==> config.mk <==
export PLATFORM = sky130hd
export DESIGN_NAME = exec_stage_flat
export DESIGN_NICKNAME = d
export VERILOG_FILES = /design/src/rtl/exec_stage_if.sv /design/src/rtl/exec_stage.sv /design/src/flat_wrapper.sv
export SDC_FILE = /design/constraint.sdc
export NUM_CORES = 1
export LEC_CHECK = 0
export ABC_AREA = 1
export BUFFER_PORTS_ARGS = -buffer_cell sky130_fd_sc_hd__buf_2
export CORE_MARGIN = 2
export CORE_UTILIZATION = 25
export CTS_CLUSTER_SIZE = 12
export DETAILED_ROUTE_END_ITERATION = 10
export GPL_TIMING_DRIVEN = 1
export PLACE_DENSITY = 0.46
export REMOVE_ABC_BUFFERS = 1
export SKIP_LAST_GASP = 1
export SLEW_MARGIN = 10
export SYNTH_ARGS = -nofsm -noshare
export SYNTH_HDL_FRONTEND = slang
export SYNTH_SLANG_ARGS = --single-unit
==> constraint.sdc <==
create_clock -name clk -period 12.25 [get_ports clk]
set_input_delay 2.45 -clock clk [delete_from_list [all_inputs] [get_ports clk]]
set_output_delay 2.45 -clock clk [all_outputs]
set_load 0.01 [all_outputs]
==> src/rtl/exec_stage_if.sv <==
// exec_stage_if: E-stage control/data in, M-stage pipeline register out
interface exec_stage_if #(parameter int XLEN = 32);
  logic            regWrte, memWrte, jmpe, branche, aluSrce, jalre;
  logic [1:0]      resltSrce, ujMuxe;
  logic [3:0]      aluCtrle;
  logic [2:0]      funct3e;
  logic [XLEN-1:0] rd1e, rd2e, pce, pc4e, immexte;
  logic [4:0]      rde;
  logic [1:0]      fwdAe, fwdBe;
  logic [XLEN-1:0] resltw;
  logic            pcSrce;
  logic [XLEN-1:0] pcTargete;
  logic            stalle;
  logic            regWrtm, memWrtm;
  logic [1:0]      resltSrcm;
  logic [XLEN-1:0] aluRsltm, wrtDatam, pc4m;
  logic [4:0]      rdm;
  modport master (
    output regWrte, memWrte, jmpe, branche, aluSrce, jalre, resltSrce, ujMuxe,
           aluCtrle, funct3e, rd1e, rd2e, pce, pc4e, immexte, rde, fwdAe, fwdBe, resltw,
    input  pcSrce, pcTargete, stalle, regWrtm, memWrtm, resltSrcm, aluRsltm, wrtDatam, pc4m, rdm
  );
  modport slave (
    input  regWrte, memWrte, jmpe, branche, aluSrce, jalre, resltSrce, ujMuxe,
           aluCtrle, funct3e, rd1e, rd2e, pce, pc4e, immexte, rde, fwdAe, fwdBe, resltw,
    output pcSrce, pcTargete, stalle, regWrtm, memWrtm, resltSrcm, aluRsltm, wrtDatam, pc4m, rdm
  );
endinterface

==> src/rtl/exec_stage.sv <==
// exec_stage: RISC-V execute stage with forwarding, ALU, branch resolve, iterative mul/div and EX/MEM register
module exec_stage #(
  parameter int XLEN      = 32,
  parameter int MD_CYCLES = 32
) (
  input logic        clk,
  input logic        rst,
  exec_stage_if.slave e
);
  localparam int CW = $clog2(MD_CYCLES + 1);
  typedef enum logic [1:0] {IDLE, BUSY, DONE} state_t;
  state_t          r_state, w_next;
  logic [CW-1:0]   r_cnt;
  logic [3:0]      r_op;
  logic [XLEN-1:0] r_acc, r_x, r_y;
  logic            r_reg_wrt, r_mem_wrt;
  logic [1:0]      r_reslt_src;
  logic [XLEN-1:0] r_alu_rslt, r_wrt_data, r_pc4;
  logic [4:0]      r_rd;
  logic [XLEN-1:0] w_fwd_a, w_fwd_b, w_src_a, w_src_b, w_alu, w_md_res, w_alu_out, w_jalr_sum;
  logic [4:0]      w_shamt;
  logic [XLEN:0]   w_rem_sh, w_diff;
  logic            w_div_ge, w_is_md, w_stall, w_eq, w_lt, w_ltu, w_cond;
  // operand forwarding and ALU source selection; select 11 falls back to the register value
  always_comb begin
    w_fwd_a = e.fwdAe == 2'b01 ? e.resltw : e.fwdAe == 2'b10 ? r_alu_rslt : e.rd1e;
    w_fwd_b = e.fwdBe == 2'b01 ? e.resltw : e.fwdBe == 2'b10 ? r_alu_rslt : e.rd2e;
    w_src_a = e.ujMuxe == 2'b01 ? e.pce : e.ujMuxe == 2'b10 ? '0 : w_fwd_a;
    w_src_b = e.aluSrce ? e.immexte : w_fwd_b;
    w_shamt = w_src_b[4:0];
  end
  // single-cycle ALU; mul/div codes yield 0 here because their result comes from the iterative unit
  always_comb begin
    w_alu = '0;
    case (e.aluCtrle)
      4'b0000: w_alu = w_src_a + w_src_b;
      4'b0001: w_alu = w_src_a - w_src_b;
      4'b0010: w_alu = w_src_a & w_src_b;
      4'b0011: w_alu = w_src_a | w_src_b;
      4'b0100: w_alu = w_src_a ^ w_src_b;
      4'b0101: w_alu = XLEN'($signed(w_src_a) < $signed(w_src_b));
      4'b0110: w_alu = XLEN'(w_src_a < w_src_b);
      4'b0111: w_alu = w_src_a << w_shamt;
      4'b1000: w_alu = w_src_a >> w_shamt;
      4'b1001: w_alu = $signed(w_src_a) >>> w_shamt;
      4'b1010: w_alu = w_src_b;
      default: w_alu = '0;
    endcase
  end
  // branch condition on forwarded rs1/rs2; odd funct3 inverts the base test, 010/011 never taken
  always_comb begin
    w_eq       = w_fwd_a == w_fwd_b;
    w_lt       = $signed(w_fwd_a) < $signed(w_fwd_b);
    w_ltu      = w_fwd_a < w_fwd_b;
    w_cond     = e.funct3e[2] ? ((e.funct3e[1] ? w_ltu : w_lt) ^ e.funct3e[0])
                              : (!e.funct3e[1] & (w_eq ^ e.funct3e[0]));
    w_jalr_sum = w_fwd_a + e.immexte;
  end
  // stall is raised combinationally from the cycle an M op is seen until the iterations finish
  always_comb begin
    w_is_md   = e.aluCtrle inside {4'b1100, 4'b1110, 4'b1111};
    w_stall   = !rst && ((r_state == IDLE && w_is_md) || r_state == BUSY);
    w_md_res  = r_op == 4'b1110 ? r_x : r_acc;
    w_alu_out = r_state == DONE ? w_md_res : w_alu;
    w_rem_sh  = {r_acc, r_x[XLEN-1]};
    w_diff    = w_rem_sh - {1'b0, r_y};
    w_div_ge  = !w_diff[XLEN];
  end
  // mul/div FSM next state
  always_comb begin
    w_next = r_state;
    case (r_state)
      IDLE:    w_next = w_is_md ? BUSY : IDLE;
      BUSY:    w_next = r_cnt == CW'(MD_CYCLES - 1) ? DONE : BUSY;
      default: w_next = IDLE;
    endcase
  end
  // mul/div datapath: shift-add multiply (acc += x, x<<1, y>>1) or restoring divide (acc=rem, x=quotient, y=divisor)
  always_ff @(posedge clk) begin
    if (rst) begin
      r_state <= IDLE;
      r_cnt   <= '0;
      r_op    <= '0;
      r_acc   <= '0;
      r_x     <= '0;
      r_y     <= '0;
    end else begin
      r_state <= w_next;
      if (r_state == IDLE && w_is_md) begin
        r_cnt <= '0;
        r_op  <= e.aluCtrle;
        r_acc <= '0;
        r_x   <= w_src_a;
        r_y   <= w_src_b;
      end else if (r_state == BUSY) begin
        r_cnt <= r_cnt + 1'b1;
        if (r_op == 4'b1100) begin
          r_acc <= r_acc + (r_y[0] ? r_x : '0);
          r_x   <= r_x << 1;
          r_y   <= r_y >> 1;
        end else begin
          r_acc <= w_div_ge ? w_diff[XLEN-1:0] : w_rem_sh[XLEN-1:0];
          r_x   <= {r_x[XLEN-2:0], w_div_ge};
        end
      end
    end
  end
  // EX/MEM pipeline register; a bubble is inserted while the stage is stalled
  always_ff @(posedge clk) begin
    if (rst || w_stall) begin
      r_reg_wrt   <= 1'b0;
      r_mem_wrt   <= 1'b0;
      r_reslt_src <= '0;
      r_alu_rslt  <= '0;
      r_wrt_data  <= '0;
      r_pc4       <= '0;
      r_rd        <= '0;
    end else begin
      r_reg_wrt   <= e.regWrte;
      r_mem_wrt   <= e.memWrte;
      r_reslt_src <= e.resltSrce;
      r_alu_rslt  <= w_alu_out;
      r_wrt_data  <= w_fwd_b;
      r_pc4       <= e.pc4e;
      r_rd        <= e.rde;
    end
  end
  assign e.pcSrce    = !rst && !w_stall && (e.jmpe || (e.branche && w_cond));
  assign e.pcTargete = e.jalre ? {w_jalr_sum[XLEN-1:1], 1'b0} : e.pce + e.immexte;
  assign e.stalle    = w_stall;
  assign e.regWrtm   = r_reg_wrt;
  assign e.memWrtm   = r_mem_wrt;
  assign e.resltSrcm = r_reslt_src;
  assign e.aluRsltm  = r_alu_rslt;
  assign e.wrtDatam  = r_wrt_data;
  assign e.pc4m      = r_pc4;
  assign e.rdm       = r_rd;
endmodule

==> src/flat_wrapper.sv <==
// flat-port wrapper written by rule: the top's interface ports become plain ports
module exec_stage_flat 
#(
  parameter int XLEN      = 32,
  parameter int MD_CYCLES = 32
)
  (clk, rst, e_regWrte, e_memWrte, e_jmpe, e_branche, e_aluSrce, e_jalre, e_resltSrce, e_ujMuxe, e_aluCtrle, e_funct3e, e_rd1e, e_rd2e, e_pce, e_pc4e, e_immexte, e_rde, e_fwdAe, e_fwdBe, e_resltw, e_pcSrce, e_pcTargete, e_stalle, e_regWrtm, e_memWrtm, e_resltSrcm, e_aluRsltm, e_wrtDatam, e_pc4m, e_rdm);
  exec_stage_if #(.XLEN(XLEN)) e_i ();
  input logic clk;
  input logic rst;
  input wire logic [$bits(e_i.regWrte)-1:0] e_regWrte;
  input wire logic [$bits(e_i.memWrte)-1:0] e_memWrte;
  input wire logic [$bits(e_i.jmpe)-1:0] e_jmpe;
  input wire logic [$bits(e_i.branche)-1:0] e_branche;
  input wire logic [$bits(e_i.aluSrce)-1:0] e_aluSrce;
  input wire logic [$bits(e_i.jalre)-1:0] e_jalre;
  input wire logic [$bits(e_i.resltSrce)-1:0] e_resltSrce;
  input wire logic [$bits(e_i.ujMuxe)-1:0] e_ujMuxe;
  input wire logic [$bits(e_i.aluCtrle)-1:0] e_aluCtrle;
  input wire logic [$bits(e_i.funct3e)-1:0] e_funct3e;
  input wire logic [$bits(e_i.rd1e)-1:0] e_rd1e;
  input wire logic [$bits(e_i.rd2e)-1:0] e_rd2e;
  input wire logic [$bits(e_i.pce)-1:0] e_pce;
  input wire logic [$bits(e_i.pc4e)-1:0] e_pc4e;
  input wire logic [$bits(e_i.immexte)-1:0] e_immexte;
  input wire logic [$bits(e_i.rde)-1:0] e_rde;
  input wire logic [$bits(e_i.fwdAe)-1:0] e_fwdAe;
  input wire logic [$bits(e_i.fwdBe)-1:0] e_fwdBe;
  input wire logic [$bits(e_i.resltw)-1:0] e_resltw;
  output wire logic [$bits(e_i.pcSrce)-1:0] e_pcSrce;
  output wire logic [$bits(e_i.pcTargete)-1:0] e_pcTargete;
  output wire logic [$bits(e_i.stalle)-1:0] e_stalle;
  output wire logic [$bits(e_i.regWrtm)-1:0] e_regWrtm;
  output wire logic [$bits(e_i.memWrtm)-1:0] e_memWrtm;
  output wire logic [$bits(e_i.resltSrcm)-1:0] e_resltSrcm;
  output wire logic [$bits(e_i.aluRsltm)-1:0] e_aluRsltm;
  output wire logic [$bits(e_i.wrtDatam)-1:0] e_wrtDatam;
  output wire logic [$bits(e_i.pc4m)-1:0] e_pc4m;
  output wire logic [$bits(e_i.rdm)-1:0] e_rdm;
  assign e_i.regWrte = e_regWrte;
  assign e_i.memWrte = e_memWrte;
  assign e_i.jmpe = e_jmpe;
  assign e_i.branche = e_branche;
  assign e_i.aluSrce = e_aluSrce;
  assign e_i.jalre = e_jalre;
  assign e_i.resltSrce = e_resltSrce;
  assign e_i.ujMuxe = e_ujMuxe;
  assign e_i.aluCtrle = e_aluCtrle;
  assign e_i.funct3e = e_funct3e;
  assign e_i.rd1e = e_rd1e;
  assign e_i.rd2e = e_rd2e;
  assign e_i.pce = e_pce;
  assign e_i.pc4e = e_pc4e;
  assign e_i.immexte = e_immexte;
  assign e_i.rde = e_rde;
  assign e_i.fwdAe = e_fwdAe;
  assign e_i.fwdBe = e_fwdBe;
  assign e_i.resltw = e_resltw;
  assign e_pcSrce = e_i.pcSrce;
  assign e_pcTargete = e_i.pcTargete;
  assign e_stalle = e_i.stalle;
  assign e_regWrtm = e_i.regWrtm;
  assign e_memWrtm = e_i.memWrtm;
  assign e_resltSrcm = e_i.resltSrcm;
  assign e_aluRsltm = e_i.aluRsltm;
  assign e_wrtDatam = e_i.wrtDatam;
  assign e_pc4m = e_i.pc4m;
  assign e_rdm = e_i.rdm;
  exec_stage #(.XLEN(XLEN), .MD_CYCLES(MD_CYCLES)) u_core (.clk(clk), .rst(rst), .e(e_i));
endmodule
# Yosys cells after proc, flatten, opt, wreduce, memory -nomap -nowiden
# Index checks and enable logic that the tools add are counted.
[word_totals]
in_bits = 220
wordCells = 102
regBits = 213
[classes]
reduce_logical = 19
mux = 25
magnitude_cmp = 4
add_sub_neg = 7
n_bitwise = 6
eq_ne = 25
n_shift = 3
[op_table]
columns = ["operator", "count"]
rows = [
  ["32-bit 2-to-1 mux", 18],
  ["32-bit case mux with 11 select lines", 1],
  ["32-bit adder", 4],
  ["32-bit < comparator", 4],
  ["33-bit by 32-bit subtractor with 33-bit output", 1],
  ["32-bit bitwise AND", 1],
  ["32-bit == test", 1],
  ["4-bit == test (second input constant)", 8],
  ["32-bit bitwise OR", 1],
  ["32-bit by 5-bit left shift with 32-bit output", 1],
  ["32-bit by 5-bit >> shifter with 32-bit output", 1],
  ["32-bit by 5-bit >>> shifter with 32-bit output", 1],
  ["32-bit subtractor", 1],
  ["32-bit bitwise XOR", 1],
  ["4-bit by 3-bit == test with 1-bit output (second input constant)", 4],
  ["2-bit by 1-bit == test with 1-bit output (second input constant)", 4],
  ["2-bit == test (second input constant)", 4],
  ["4-bit by 2-bit == test with 1-bit output (second input constant)", 2],
  ["6-bit by 1-bit adder with 6-bit output (second input constant)", 1],
  ["6-bit by 5-bit == test with 1-bit output (second input constant)", 1],
  ["1-bit logical AND", 5],
  ["4-bit by 1-bit == test with 1-bit output (second input constant)", 1],
  ["1-bit logical NOT", 4],
  ["4-bit logical NOT", 1],
  ["11 further kinds", 18],
]

# Longest topological paths before layout
[logic_depth]
ltp_word = 10
depth_mapped = 29
mapped_depth_nobuf = 26

# Least setup slack after synthesis
# Ideal clock, no wire load.
[synth_timing]
kind = "in2out"
start = "input port e_fwdAe[1]"
end = "output port e_pcTargete[24]"
stages = 21
path_slack_ns = 4.627
t_required_ns = 9.800
path_buffers = 2
t_arrival_ns = 5.173
cell_sequence = "buf_4 > inv_4 > nor2_4 > buf_2 > nand2_1 > nand3_1 > nand2_1 > fa_1 > nand3_1 > nand2_1 > a21oi_1 > o21ai_0 > a21oi_1 > o21ai_0 > a21oi_1 > nor2_1 > nand2_1 > nand2_1 > nand2_1 > nand2_1 > o21ai_0"
[synth_between]
elab_chain_cells = 5
elab_cells_between_ends = 6
[synth_lines]
columns = ["item", "line_no", "source"]
rows = [
  ["start: declaration", "flat_wrapper.sv:27", "input wire logic [$bits(e_i.fwdAe)-1:0] e_fwdAe;"],
  ["2-bit == test", "exec_stage.sv:26", "w_fwd_a = e.fwdAe == 2'b01 ? e.resltw : e.fwdAe == 2'b10 ? r_alu_rslt : e.rd1e;"],
  ["32-bit 2-to-1 mux", "exec_stage.sv:26", ""],
  ["32-bit 2-to-1 mux *", "exec_stage.sv:26", ""],
  ["32-bit adder *", "exec_stage.sv:57", "w_jalr_sum = w_fwd_a + e.immexte;"],
  ["32-bit 2-to-1 mux *", "exec_stage.sv:129", "assign e.pcTargete = e.jalre ? {w_jalr_sum[XLEN-1:1], 1'b0} : e.pce + e.immexte;"],
  ["end: declaration", "flat_wrapper.sv:31", "output wire logic [$bits(e_i.pcTargete)-1:0] e_pcTargete;"],
]
# Every way passes the cells marked *; elsewhere a longest branch is shown, timed or not.

# Worst setup path in the final report
[layout_timing]
start = "input port e_fwdAe[1]"
end = "output port e_pcTargete[16]"
# Same word-level chain as after synthesis.

==> out/qor.csv <==
metric,value,unit
crit_path_end_kind,primary output,
worstSetupStartpointType,input pin,
run_status,finished clean,
vias,35400,
internal-power,0.00193,W
cts_buffers,34,
skew,0.0347,ns
cts_root_buffer,clkbuf_16,
yosys-top-cells-area,"nand2_1 (16%), dfxtp_1 (15%), ha_1 (12%)",
antenna_found_initial,3,
whs,0.465,ns
irDropWorstVdd,0.0000889,V
synth.most_common_cell,nand2_1,
power.total,0.00382,W
synth.avg_cell_area,5.73,µm²
min_period_over_period,75.1,%
cts_htree_levels,2,
postCtsSetupBuffers,0,
p_sw_share,49.4,%
grt_max_degree,77,
cpPeakStageDelay,0.68,ns
hold_start,u_core.r_op[3],
ys_async_sr_fraction,0,%
min_to,u_core.r_op[3],
dr.pass1.iters,7,
synth_area,0.0285,mm²
finalInstanceArea,0.0327,mm²
wire_per_inst,23.7,µm
die_x,342,µm
viasPerCell,5.26,
hold_viol_final,0,
crit_family,compound AO/OA/AOI/OAI gates,
cts_num_sinks,213,
tightest_slew,1.19,ns
crit_arrival,6.75,ns
finalCriticalPeriod,9.20,ns
yosysSeqAreaShare,15.0,%
drc_errors,0,
clk_pin_slew,0.05,ns
cts_tree,done,
gp_congestion,0.963,
die_area,0.117,mm²
timing.fmax,109,MHz
path_buf_inv,4,
setup_viol,0,
grt_overflow,0,
clkPwrFrac,27.9,%
holdBufCountCts,0,
die_h,342,µm
cp_cell_sequence,"buf_2, inv_4, nor2_4, nand2_1, nand3_1, o21ai_1, nand2_1, inv_1, fa_1, nand3_1, nand2_1, a21oi_1, o21ai_0, a21oi_1, o21ai_0, a21oi_1, xor2_1, o21ai_0, buf_2",
crit_type,input pin to primary output,
clockBufferDepth,3,
num_io_pins,359,
r2r_end,u_core.e.aluRsltm[11],
yosys_warnings,0,
final-max-slew-violation-count,0,
cp_max_fo,25,
dpl.hpwl,130000,µm
p_switching,0.00189,W
yosysTopAreaCellShare,15.9,%
synth_cell_type_count,60,
setup-tns-final,0,ns
ant_nets,0,
fillers,13100,
yosysTopAreaCell,nand2_1,
maxCapViolCount,0,
nets,5685,
r2r-start,u_core.e.aluRsltm[2],
clk_latency,0.62,ns
grt_pass1_wl,229000,µm
cts_resized,0,
coreArea,0.113,mm²
regArea,0.00426,mm²
placementRows,123,
ys_ff_latch,213,
grt_pass1_vias,33900,
rsz0062_at_grt,no,
power_frac_comb,51.7,%
crit_required,9.80,ns
p_leak,16.2,nW
multi_input_comb_area,0.0207,mm²
hp-class,flop to flop,
r2r_setup_slack,6.89,ns
start_util,25.3,%
fin_util,29.0,%
synth_cells,4975,
dpl_cell_area,0.0315,mm²
drt-initial-drc-count,3177,
track_usage,26.3,%
hold_depth,1,
synth_common_cells,"nand2_1 (1,204), inv_1 (639), nand3_1 (525)",
sequentialPowerShare,20.3,%
power_density,117,mW/mm²
synth-edff-count,0,
crit_path_top_delay_cell,nor2_4,
syn_to_final_growth,14.7,%
routed_wl,160000,µm
drive_gt1_share,10.8,%
slew_headroom,20.2,%
ff2ff_path_depth,23,
synthFlopType,dfxtp_1,
io_buffers,358,
-- worst reg2reg max path, cell delays in order, from the launching register on --
cell	delay, ns
dfxtp_1	0.36
nand2_1	0.09
nand3_1	0.09
o21ai_2	0.19
nand2_1	0.15
o21ai_4	0.09
buf_4	0.64
ha_1	0.49
inv_1	0.19
a21oi_1	0.36
nand2_1	0.29
nand2_1	0.12
nand2_1	0.18
inv_1	0.15
nor2_1	0.05
nor2_1	0.31
o21ai_0	0.39
a21oi_1	0.23
o21ai_0	0.13
o211ai_1	0.19
nor2_1	0.12
nand2_1	0.08
nand2_1	0.05
a21oi_1	0.32
-- metal layers --
metal / GRT usage (%) / share of wire, % / vias up
li1: - / - / 17100
met1: 34.8 / 44 / 16700
met2: 43.9 / 46 / 1360
met3: 3.44 / 6.3 / 222
met4: 9.21 / 3.7 / 0
met5: 0 / 0 / -
-- power by group through the flow --
stage	sequential (W)	clock, W	combinational (W)
after floorplan	0.000788	0	0.00120
after global placement	0.000791	0	0.00194
after detailed placement	0.000790	0	0.00193
after CTS	0.000776	0.00109	0.00194
after global routing	0.000781	0.00112	0.00216
final	0.000776	0.00107	0.00197
-- layout by cell type, fill, tap and decap left out, types with 7 or more instances in the layout --
cell       count
nand3_1      525
o221ai_1      14
a221oi_1      15
clkbuf_8       7
inv_2         21
a21oi_1      470
nand3_2       11
or2_2          9
nand2_2       25
buf_4         42
nor2_2         7
xor2_1        38
xnor2_1       16
dfxtp_1      213
nand3b_1       9
o211ai_1      74
a211oi_1       9
a21boi_0      13
clkbuf_16     34
o21ai_0      430
inv_1        638
nand4_1       41
o21bai_1      17
o21ai_1       60
ha_1         262
a31oi_1       52
nor3_1        43
o22ai_1       22
o21a_1        30
o21ai_2        7
nand2_1     1202
nand2_4        9
buf_2        358
a21o_1        13
nor2_1       401
nor4_1        16
clkinv_2       7
-- flip-flops by register name, summed over array words and instances, names as in the netlist --
| name | count |
|---|---|
| u_core.r_cnt | 6 |
| u_core.r_x | 32 |
| u_core.r_state | 2 |
| u_core.r_acc | 32 |
| u_core.e.aluRsltm | 32 |
| u_core.e.resltSrcm | 2 |
| u_core.r_op | 4 |
| u_core.e.pc4m | 32 |
| u_core.e.memWrtm | 1 |
| u_core.e.regWrtm | 1 |
| u_core.r_y | 32 |
| u_core.e.rdm | 5 |
| u_core.e.wrtDatam | 32 |
-- area by class of cell --
cell class / count / share of cell area (%)
diodes: 2 / 0.0153
clock buffers: 43 / 2.92
clock inverters: 17 / 0.693
inverters: 668 / 7.69
multi-input cells: 3880 / 63.4
flip-flops and latches: 213 / 13.0
well taps: 1500 / 5.74
repair buffers: 400 / 6.45
-- metrics by stage --
step                std cells  worst slack [ns]
finish                   6723              3.05
CTS                      6721              3.08
detailed placement       6661              3.09
floorplan                4761              2.09
global route             6722              2.80
global placement         6661              3.14
-- worst max path at each step --
stage	startpoint	to	slack, ns	cells after the start
after detailed placement	e_fwdAe[1]	e_pcTargete[16]	3.09	19
after global routing	e_fwdAe[1]	e_pcTargete[20]	2.80	19
after global placement	e_fwdAe[1]	e_pcTargete[16]	3.14	19
after CTS	e_fwdAe[1]	e_pcTargete[16]	3.08	19
final	e_fwdAe[1]	e_pcTargete[16]	3.05	19
after floorplan	e_aluCtrle[2]	e_pcSrce	2.09	7
-- cell families (layout without fill, tap and decap cells) --
family / Yosys count / count (layout) / synth area share [%]
and+or+nand+nor: 2309 / 2309 / 34.5
buffers and inverters: 882 / 1128 / 12.5
AOI/OAI and AO/OA: 1249 / 1249 / 24.5
DFF: 213 / 213 / 15.0
xor gates and xnor gates: 54 / 54 / 1.66
other: 0 / 2 / 0
adders and majority gates: 268 / 268 / 11.9
(Power assumes the default switching activity.)
